[config.mk]
export PLATFORM = sky130hd
export DESIGN_NAME = song_sequencer
export DESIGN_NICKNAME = d
export VERILOG_FILES = /design/src/rtl/song_sequencer_pkg.sv /design/src/rtl/song_sequencer_gap_timer.sv /design/src/rtl/song_sequencer.sv
export SDC_FILE = /design/constraint.sdc
export NUM_CORES = 1
export LEC_CHECK = 0
export ABC_AREA = 1
export ABC_CLOCK_PERIOD_IN_PS = 2110
export BUFFER_PORTS_ARGS = -buffer_cell sky130_fd_sc_hd__buf_2
export CAP_MARGIN = 10
export CORE_UTILIZATION = 42
export DETAILED_ROUTE_END_ITERATION = 12
export GPL_ROUTABILITY_DRIVEN = 0
export PLACE_DENSITY = 0.65
export SYNTH_ARGS = -nofsm -noshare
export SYNTH_HDL_FRONTEND = slang
export SYNTH_SLANG_ARGS = --single-unit
[constraint.sdc]
create_clock -name clk -period 2.11 [get_ports clk]
set_clock_uncertainty 0.1 [all_clocks]
set_input_delay 0.211 -clock clk [delete_from_list [all_inputs] [get_ports clk]]
set_output_delay 0.211 -clock clk [all_outputs]
set_load 0.01 [all_outputs]
[src/rtl/song_sequencer_pkg.sv]
// Shared note-word layout, field widths and sequencer state encodings for the
// song ROM player and its Sound interface.
package song_sequencer_pkg;

  localparam int OCTAVE_BITS    = 3;
  localparam int NOTE_BITS      = 4;
  localparam int LENGTH_BITS    = 3;
  localparam int FULL_NOTE_BITS = 24;
  localparam int WORD_BITS      = OCTAVE_BITS + NOTE_BITS + LENGTH_BITS;

  localparam logic [NOTE_BITS-1:0]   NOTE_NULL = 4'd15;
  localparam logic [LENGTH_BITS-1:0] LEN_END   = 3'd7;

  typedef enum logic [2:0] {
    ST_IDLE   = 3'd0,
    ST_FETCH  = 3'd1,
    ST_LOAD   = 3'd2,
    ST_PLAY   = 3'd3,
    ST_GAP    = 3'd4,
    ST_PAUSED = 3'd5
  } seq_state_t;

  typedef struct packed {
    logic [OCTAVE_BITS-1:0] octave;
    logic [NOTE_BITS-1:0]   note;
    logic [LENGTH_BITS-1:0] length;
  } note_word_t;

  function automatic logic is_end_marker(input note_word_t w);
    return w.length == LEN_END;
  endfunction

  // Rests are played like any other note; Sound keeps them silent.
  function automatic logic is_rest(input note_word_t w);
    return w.note == NOTE_NULL;
  endfunction

endpackage

[src/rtl/song_sequencer_gap_timer.sv]
// Articulation-gap timer: i_start arms a count of GAP_CYCLES cycles and
// o_expire pulses for one cycle once the last count has been reached.
module song_sequencer_gap_timer
  import song_sequencer_pkg::*;
#(
  parameter int GAP_CYCLES = 2_000_000
) (
  input  logic clk,
  input  logic rst_n,
  input  logic i_start,
  input  logic i_clear,
  output logic o_expire
);

  localparam int CNT_W = (GAP_CYCLES < 1) ? 1 : $clog2(GAP_CYCLES + 1);
  localparam logic [CNT_W-1:0] LAST = CNT_W'((GAP_CYCLES > 0) ? GAP_CYCLES - 1 : 0);

  logic [CNT_W-1:0] r_cnt;
  logic             r_run;
  logic             r_expire;

  always_ff @(posedge clk or negedge rst_n) begin
    if (!rst_n) begin
      r_cnt    <= '0;
      r_run    <= 1'b0;
      r_expire <= 1'b0;
    end else begin
      r_expire <= 1'b0;
      if (i_clear) begin
        r_cnt <= '0;
        r_run <= 1'b0;
      end else if (i_start) begin
        r_cnt <= '0;
        r_run <= 1'b1;
      end else if (r_run) begin
        // Expire is registered, so the GAP state lasts GAP_CYCLES+1 cycles.
        if (r_cnt == LAST) begin
          r_run    <= 1'b0;
          r_expire <= 1'b1;
        end else begin
          r_cnt <= r_cnt + CNT_W'(1);
        end
      end
    end
  end

  assign o_expire = r_expire;

endmodule

[src/rtl/song_sequencer.sv]
// Song ROM player: fetches packed note words, drives Sound with snd_en until
// the note completes, inserts an articulation gap and advances to the next word.
module song_sequencer
  import song_sequencer_pkg::*;
#(
  parameter int ADDR_BITS  = 8,
  parameter int GAP_CYCLES = 2_000_000
) (
  input  logic                      clk,
  input  logic                      rst_n,
  input  logic                      start,
  input  logic                      stop,
  input  logic                      pause,
  input  logic [ADDR_BITS-1:0]      song_base,
  input  logic [FULL_NOTE_BITS-1:0] tempo,
  output logic [ADDR_BITS-1:0]      rom_addr,
  input  logic [WORD_BITS-1:0]      rom_data,
  output logic                      snd_en,
  output logic [OCTAVE_BITS-1:0]    snd_octave,
  output logic [NOTE_BITS-1:0]      snd_note,
  output logic [LENGTH_BITS-1:0]    snd_length,
  output logic [FULL_NOTE_BITS-1:0] snd_full_note,
  input  logic                      snd_over,
  output logic                      busy,
  output logic                      done,
  output logic [ADDR_BITS-1:0]      note_index
);

  localparam bit GAP_EN = (GAP_CYCLES > 0);

  seq_state_t r_state;
  seq_state_t w_next;
  note_word_t w_word;

  logic w_restart;
  logic w_advance;
  logic w_load_note;
  logic w_snd_off;
  logic w_done;
  logic w_gap_start;
  logic w_gap_clear;
  logic w_gap_expire;

  logic                      r_armed;
  logic                      r_busy;
  logic                      r_done;
  logic                      r_snd_en;
  logic [ADDR_BITS-1:0]      r_addr;
  logic [ADDR_BITS-1:0]      r_idx;
  logic [OCTAVE_BITS-1:0]    r_octave;
  logic [NOTE_BITS-1:0]      r_note;
  logic [LENGTH_BITS-1:0]    r_length;
  logic [FULL_NOTE_BITS-1:0] r_full_note;

  assign w_word = note_word_t'(rom_data);

  always_ff @(posedge clk or negedge rst_n) begin
    if (!rst_n) r_state <= ST_IDLE;
    else        r_state <= w_next;
  end

  always_comb begin
    w_next      = r_state;
    w_restart   = 1'b0;
    w_advance   = 1'b0;
    w_load_note = 1'b0;
    w_snd_off   = 1'b0;
    w_done      = 1'b0;
    w_gap_start = 1'b0;
    w_gap_clear = 1'b0;
    if (stop) begin
      w_next      = ST_IDLE;
      w_snd_off   = 1'b1;
      w_gap_clear = 1'b1;
    end else if (start) begin
      w_next      = ST_FETCH;
      w_restart   = 1'b1;
      w_snd_off   = 1'b1;
      w_gap_clear = 1'b1;
    end else begin
      case (r_state)
        ST_IDLE:  w_next = ST_IDLE;
        ST_FETCH: w_next = ST_LOAD;
        ST_LOAD: begin
          if (is_end_marker(w_word)) begin
            w_next = ST_IDLE;
            w_done = 1'b1;
          end else begin
            w_next      = ST_PLAY;
            w_load_note = 1'b1;
          end
        end
        ST_PLAY: begin
          // Completion outranks pause so a finished note is never replayed.
          if (r_armed && snd_over) begin
            w_snd_off = 1'b1;
            w_advance = 1'b1;
            if (GAP_EN) begin
              w_next      = ST_GAP;
              w_gap_start = 1'b1;
            end else begin
              w_next = ST_FETCH;
            end
          end else if (pause) begin
            w_next    = ST_PAUSED;
            w_snd_off = 1'b1;
          end
        end
        ST_GAP: begin
          if (pause) begin
            w_next      = ST_PAUSED;
            w_gap_clear = 1'b1;
          end else if (w_gap_expire) begin
            w_next = ST_FETCH;
          end
        end
        ST_PAUSED: begin
          if (!pause) w_next = ST_FETCH;
        end
        default: w_next = ST_IDLE;
      endcase
    end
  end

  always_ff @(posedge clk or negedge rst_n) begin
    if (!rst_n) begin
      r_busy      <= 1'b0;
      r_done      <= 1'b0;
      r_armed     <= 1'b0;
      r_snd_en    <= 1'b0;
      r_addr      <= '0;
      r_idx       <= '0;
      r_octave    <= '0;
      r_note      <= '0;
      r_length    <= '0;
      r_full_note <= '0;
    end else begin
      r_busy <= (w_next != ST_IDLE);
      r_done <= w_done;
      if (w_restart) begin
        r_addr <= song_base;
        r_idx  <= '0;
      end else if (w_advance) begin
        r_addr <= r_addr + ADDR_BITS'(1);
        r_idx  <= r_idx + ADDR_BITS'(1);
      end
      if (w_load_note) begin
        r_snd_en    <= 1'b1;
        r_octave    <= w_word.octave;
        r_note      <= w_word.note;
        r_length    <= w_word.length;
        r_full_note <= tempo;
      end else if (w_snd_off) begin
        r_snd_en <= 1'b0;
      end
      // snd_over is still high from the previous note until Sound restarts.
      if (w_load_note)                          r_armed <= 1'b0;
      else if (r_state == ST_PLAY && !snd_over) r_armed <= 1'b1;
    end
  end

  song_sequencer_gap_timer #(
    .GAP_CYCLES(GAP_CYCLES)
  ) u_gap_timer (
    .clk      (clk),
    .rst_n    (rst_n),
    .i_start  (w_gap_start),
    .i_clear  (w_gap_clear),
    .o_expire (w_gap_expire)
  );

  assign rom_addr      = r_addr;
  assign note_index    = r_idx;
  assign snd_en        = r_snd_en;
  assign snd_octave    = r_octave;
  assign snd_note      = r_note;
  assign snd_length    = r_length;
  assign snd_full_note = r_full_note;
  assign busy          = r_busy;
  assign done          = r_done;

endmodule

==> impl_metrics.xml <==
<?xml version="1.0" encoding="UTF-8"?>
<metrics>
  <group name="sta">
    <metric name="slew_at_the_pin_closest_to_its_max_slew_limit" unit="ps">572</metric>
    <metric name="fin_setup_tns" unit="ps">0</metric>
    <metric name="finalSetupViolations" unit="">0</metric>
    <metric name="timing.slew.headroom" unit="">0.618</metric>
    <metric name="final_min_period_over_clock_period" unit="">0.878</metric>
    <metric name="slew_viol_final" unit="">0</metric>
    <metric name="clock.fmax" unit="GHz">0.540</metric>
    <metric name="final_period_minus_worst_setup_slack" unit="ps">1850</metric>
    <metric name="grt_setup_unrepaired" unit="">false</metric>
    <metric name="finalHoldViolCount" unit="">0</metric>
  </group>
  <group name="global_route">
    <metric name="first_global_vias" unit="">3709</metric>
    <metric name="track_usage" unit="">0.212</metric>
    <metric name="antenna_found_initial" unit="">0</metric>
    <metric name="global_route.overflow_total" unit="">0</metric>
    <metric name="grt_start_max_net_pins" unit="">43</metric>
    <metric name="grt_pass1_wl" unit="microns">17200</metric>
  </group>
  <group name="placed_design">
    <metric name="placed_area" unit="sq um">4840</metric>
    <metric name="numPortBuffers" unit="">100</metric>
    <metric name="detailed_place_hpwl" unit="microns">7160</metric>
  </group>
  <group name="power">
    <metric name="total_leakage_power" unit="uW">0.00279</metric>
    <metric name="vdd_ir_drop_max" unit="mV">0.513</metric>
    <metric name="power_density" unit="nW/um^2">681</metric>
  </group>
  <group name="yosys">
    <metric name="synthMostInstantiatedCell" unit="">sky130_fd_sc_hd__nand2_1</metric>
    <metric name="ys_ff_latch" unit="">80</metric>
    <metric name="synth.cell_area" unit="sq um">4200</metric>
    <metric name="synthesis.instances" unit="">542</metric>
    <metric name="async_reset_ff_frac" unit="">1.00</metric>
    <metric name="yosys-top-cells-count" unit="">sky130_fd_sc_hd__nand2_1 (189), sky130_fd_sc_hd__dfrtp_1 (80), sky130_fd_sc_hd__nand3_1 (59)</metric>
    <metric name="post_syn_area_per_cell" unit="sq um">7.76</metric>
    <metric name="synth_fp_nets" unit="">593</metric>
    <metric name="most_area_hungry_cell_type_in_the_yosys_netlist" unit="">sky130_fd_sc_hd__dfrtp_1</metric>
    <metric name="yosys_warnings" unit="">0</metric>
    <metric name="yosys.cell_types.count" unit="">36</metric>
    <metric name="synth_top_cells_by_area" unit="">sky130_fd_sc_hd__dfrtp_1 (48%), sky130_fd_sc_hd__nand2_1 (17%), sky130_fd_sc_hd__nand3_1 (7.0%), sky130_fd_sc_hd__nor2_1 (4.6%), sky130_fd_sc_hd__inv_1 (4.3%)</metric>
    <metric name="synth-seq-area-share" unit="">0.476</metric>
    <metric name="number_of_enable_flip_flop_cells_after_synthesis" unit="">0</metric>
    <metric name="post-synth-top-area-fraction" unit="">0.476</metric>
    <metric name="synthFlopType" unit="">sky130_fd_sc_hd__dfrtp_1</metric>
  </group>
  <group name="clock_network">
    <metric name="clock_sinks" unit="">80</metric>
    <metric name="tritoncts" unit="">built</metric>
    <metric name="cts_buffers" unit="">9</metric>
    <metric name="ctsRootBufferMaster" unit="">sky130_fd_sc_hd__clkbuf_8</metric>
    <metric name="clock_pin_slew_on_the_worst_setup_and_hold_paths" unit="ps">90</metric>
    <metric name="ctsLongestPathBuffers" unit="">2</metric>
    <metric name="cts_htree_levels" unit="">3</metric>
    <metric name="post_cts_buffers" unit="">0</metric>
    <metric name="clock_insertion_delay_worst_skew" unit="ps">350</metric>
  </group>
  <group name="detailed_routing">
    <metric name="drc" unit="">0</metric>
    <metric name="drt_iter0_markers" unit="">208</metric>
    <metric name="postRouteAntennaNets" unit="">0</metric>
    <metric name="routed_wire_length_per_instance" unit="microns">13.1</metric>
    <metric name="first_pass_iters" unit="">5</metric>
    <metric name="wl_final" unit="microns">10800</metric>
    <metric name="routed-via-count" unit="">4054</metric>
    <metric name="route.detailed.vias_per_inst" unit="">4.93</metric>
  </group>
  <group name="critical_path">
    <metric name="cp_num_cells" unit="">8</metric>
    <metric name="regToRegEndpoint" unit="">u_gap_timer.r_cnt[2]</metric>
    <metric name="worstPathMaxFanout" unit="">17</metric>
    <metric name="critical_path_class" unit="">register to register</metric>
    <metric name="critical_path.startpoint" unit="">r_state[2]</metric>
    <metric name="crit_slowest_cell" unit="">sky130_fd_sc_hd__dfrtp_1</metric>
    <metric name="reg2reg_setup_slack" unit="ps">260</metric>
    <metric name="worstRegToRegCells" unit="">8</metric>
    <metric name="crit_arrival" unit="ps">2020</metric>
    <metric name="crit_path_start_kind" unit="">register</metric>
    <metric name="regToRegStartpoint" unit="">r_state[2]</metric>
    <metric name="critPathBufInv" unit="">2</metric>
    <metric name="slowest_delay" unit="ps">410</metric>
    <metric name="crit_path_cell_trace" unit="">inv_1, nand3_2, nor2_4, buf_4, nor2_2, nand2_4, nand3_4, o21ai_0</metric>
    <metric name="path_delay_family" unit="">simple AND/OR/NAND/NOR gates</metric>
    <metric name="crit_path_to" unit="">u_gap_timer.r_cnt[2]</metric>
    <metric name="worst-endpoint-required" unit="ps">2270</metric>
    <metric name="critical_path.endpoint_type" unit="">register</metric>
  </group>
  <group name="worst_hold_path">
    <metric name="worstHoldPathCells" unit="">3</metric>
    <metric name="min-delay-path-class" unit="">input port to register</metric>
  </group>
  <group name="floorplan">
    <metric name="num_io_pins" unit="">101</metric>
    <metric name="die-area" unit="sq um">10400</metric>
    <metric name="chipWidth" unit="microns">102</metric>
    <metric name="die_h" unit="microns">102</metric>
    <metric name="rows" unit="">36</metric>
    <metric name="floorplan.core_area" unit="sq um">9730</metric>
    <metric name="initial_utilization" unit="">0.432</metric>
  </group>
  <group name="outcome">
    <metric name="run_status" unit="">finished clean</metric>
  </group>
  <group name="flow_run">
    <metric name="max_cap_viol_count" unit="">0</metric>
  </group>
  <group name="finish">
    <metric name="diodes" unit="">0</metric>
    <metric name="drive_gt1_frac" unit="">0.230</metric>
    <metric name="areaGrowthSynthToFinish" unit="%">29.0</metric>
    <metric name="finalNetCount" unit="">736</metric>
    <metric name="postLayoutCellArea" unit="sq um">5430</metric>
  </group>
</metrics>
-- registers in the layout, summed over array words and instances, names as in the netlist --
register,cells
snd_length,3
snd_full_note,24
snd_en,1
done,1
note_index,8
u_gap_timer.r_run,1
r_state,3
rom_addr,8
u_gap_timer.o_expire,1
r_armed,1
snd_octave,3
busy,1
snd_note,4
u_gap_timer.r_cnt,21
-- per-stage QoR --
step	total power [uW]	std cells	setup WS [ps]	util	hold slack, ps
after detailed placement	2390	770	250	0.497	147
after global routing	3870	823	68.2	0.558	1.99
after floorplan	2090	542	523	-	-185
final	3700	823	258	0.558	14.5
after CTS	3730	823	239	0.558	4.77
after global placement	2380	770	324	0.497	147
-- tightest hold or removal path: stages --
cell                       delay (ps)
sky130_fd_sc_hd__buf_2             70
sky130_fd_sc_hd__nand2_1           50
sky130_fd_sc_hd__o211ai_1          90
-- cell families (layout without fill, tap and decap cells) --
family,count (synthesis),after routing,synth area share
AO/OA/AOI/OAI,60,60,0.0887
flip-flops,80,80,0.476
buffers and inverters,66,214,0.0750
adder cells (fa/ha/maj),3,3,0.00893
XOR/XNOR,2,2,0.00417
AND/OR/NAND/NOR,331,331,0.347
-- report_power, final --
| group | switching (uW) | total, uW | internal, uW |
|---|---|---|---|
| clock network | 603 | 1280 | 674 |
| registers | 107 | 1800 | 1700 |
| logic | 338 | 618 | 279 |
-- cell usage in the layout, fill, tap and decap left out, types with 2 or more instances in the layout --
cell                            count
sky130_fd_sc_hd__bufinv_16          2
sky130_fd_sc_hd__nor2_1            51
sky130_fd_sc_hd__nand4_1            6
sky130_fd_sc_hd__inv_2              2
sky130_fd_sc_hd__o211ai_1           3
sky130_fd_sc_hd__and2_1             2
sky130_fd_sc_hd__nor3_1             2
sky130_fd_sc_hd__o21ai_2           12
sky130_fd_sc_hd__inv_6              2
sky130_fd_sc_hd__inv_1             48
sky130_fd_sc_hd__buf_2             99
sky130_fd_sc_hd__nor2_2             5
sky130_fd_sc_hd__or2_2              2
sky130_fd_sc_hd__dlygate4sd3_1     37
sky130_fd_sc_hd__nor2_4             2
sky130_fd_sc_hd__nand3b_1           2
sky130_fd_sc_hd__clkbuf_8           9
sky130_fd_sc_hd__a21oi_1           10
sky130_fd_sc_hd__o21bai_1           3
sky130_fd_sc_hd__xor2_1             2
sky130_fd_sc_hd__nand2_4            3
sky130_fd_sc_hd__o21ai_0           29
sky130_fd_sc_hd__ha_1               3
sky130_fd_sc_hd__nor3_2             2
sky130_fd_sc_hd__buf_4             10
sky130_fd_sc_hd__dfrtp_1           80
sky130_fd_sc_hd__nand3_1           59
sky130_fd_sc_hd__nand2_1          189
-- metal layers --
layer  up-vias  wire, microns  global-route usage
li1       2015              -                   -
met1      1877           4590               0.275
met2       150           5260               0.350
met3        12            802              0.0657
met4         0            114              0.0462
met5         -              0                   0
-- final cells by class --
cell class	count	area (sq um)
clock buffer	10	128
clock inverter	6	90.1
fill	913	4300
inverter	52	211
multi-input combinational	396	1890
sequential	80	2000
tap	133	166
timing repair buffer	146	941
-- how the worst min path moves through the flow --
| stage | start | end | slack, ps |
|---|---|---|---|
| 6_report | song_base[5] | rom_addr[5] | 10 |
| 3_3_place_gp | rst_n | u_gap_timer.r_cnt[8] | 150 |
| 5_1_grt | song_base[5] | rom_addr[5] | 2 |
| 3_5_place_dp | rst_n | u_gap_timer.r_cnt[8] | 150 |
| 2_1_floorplan | rst_n | busy | -180 |
| 4_1_cts | song_base[5] | rom_addr[5] | 5 |
-- timing repair --
action	4_1_cts	5_1_grt
hold buffers	37	0
endpoints found under the hold margin	74	0
resized for setup	0	0
Power figures use the tool's default switching activity.
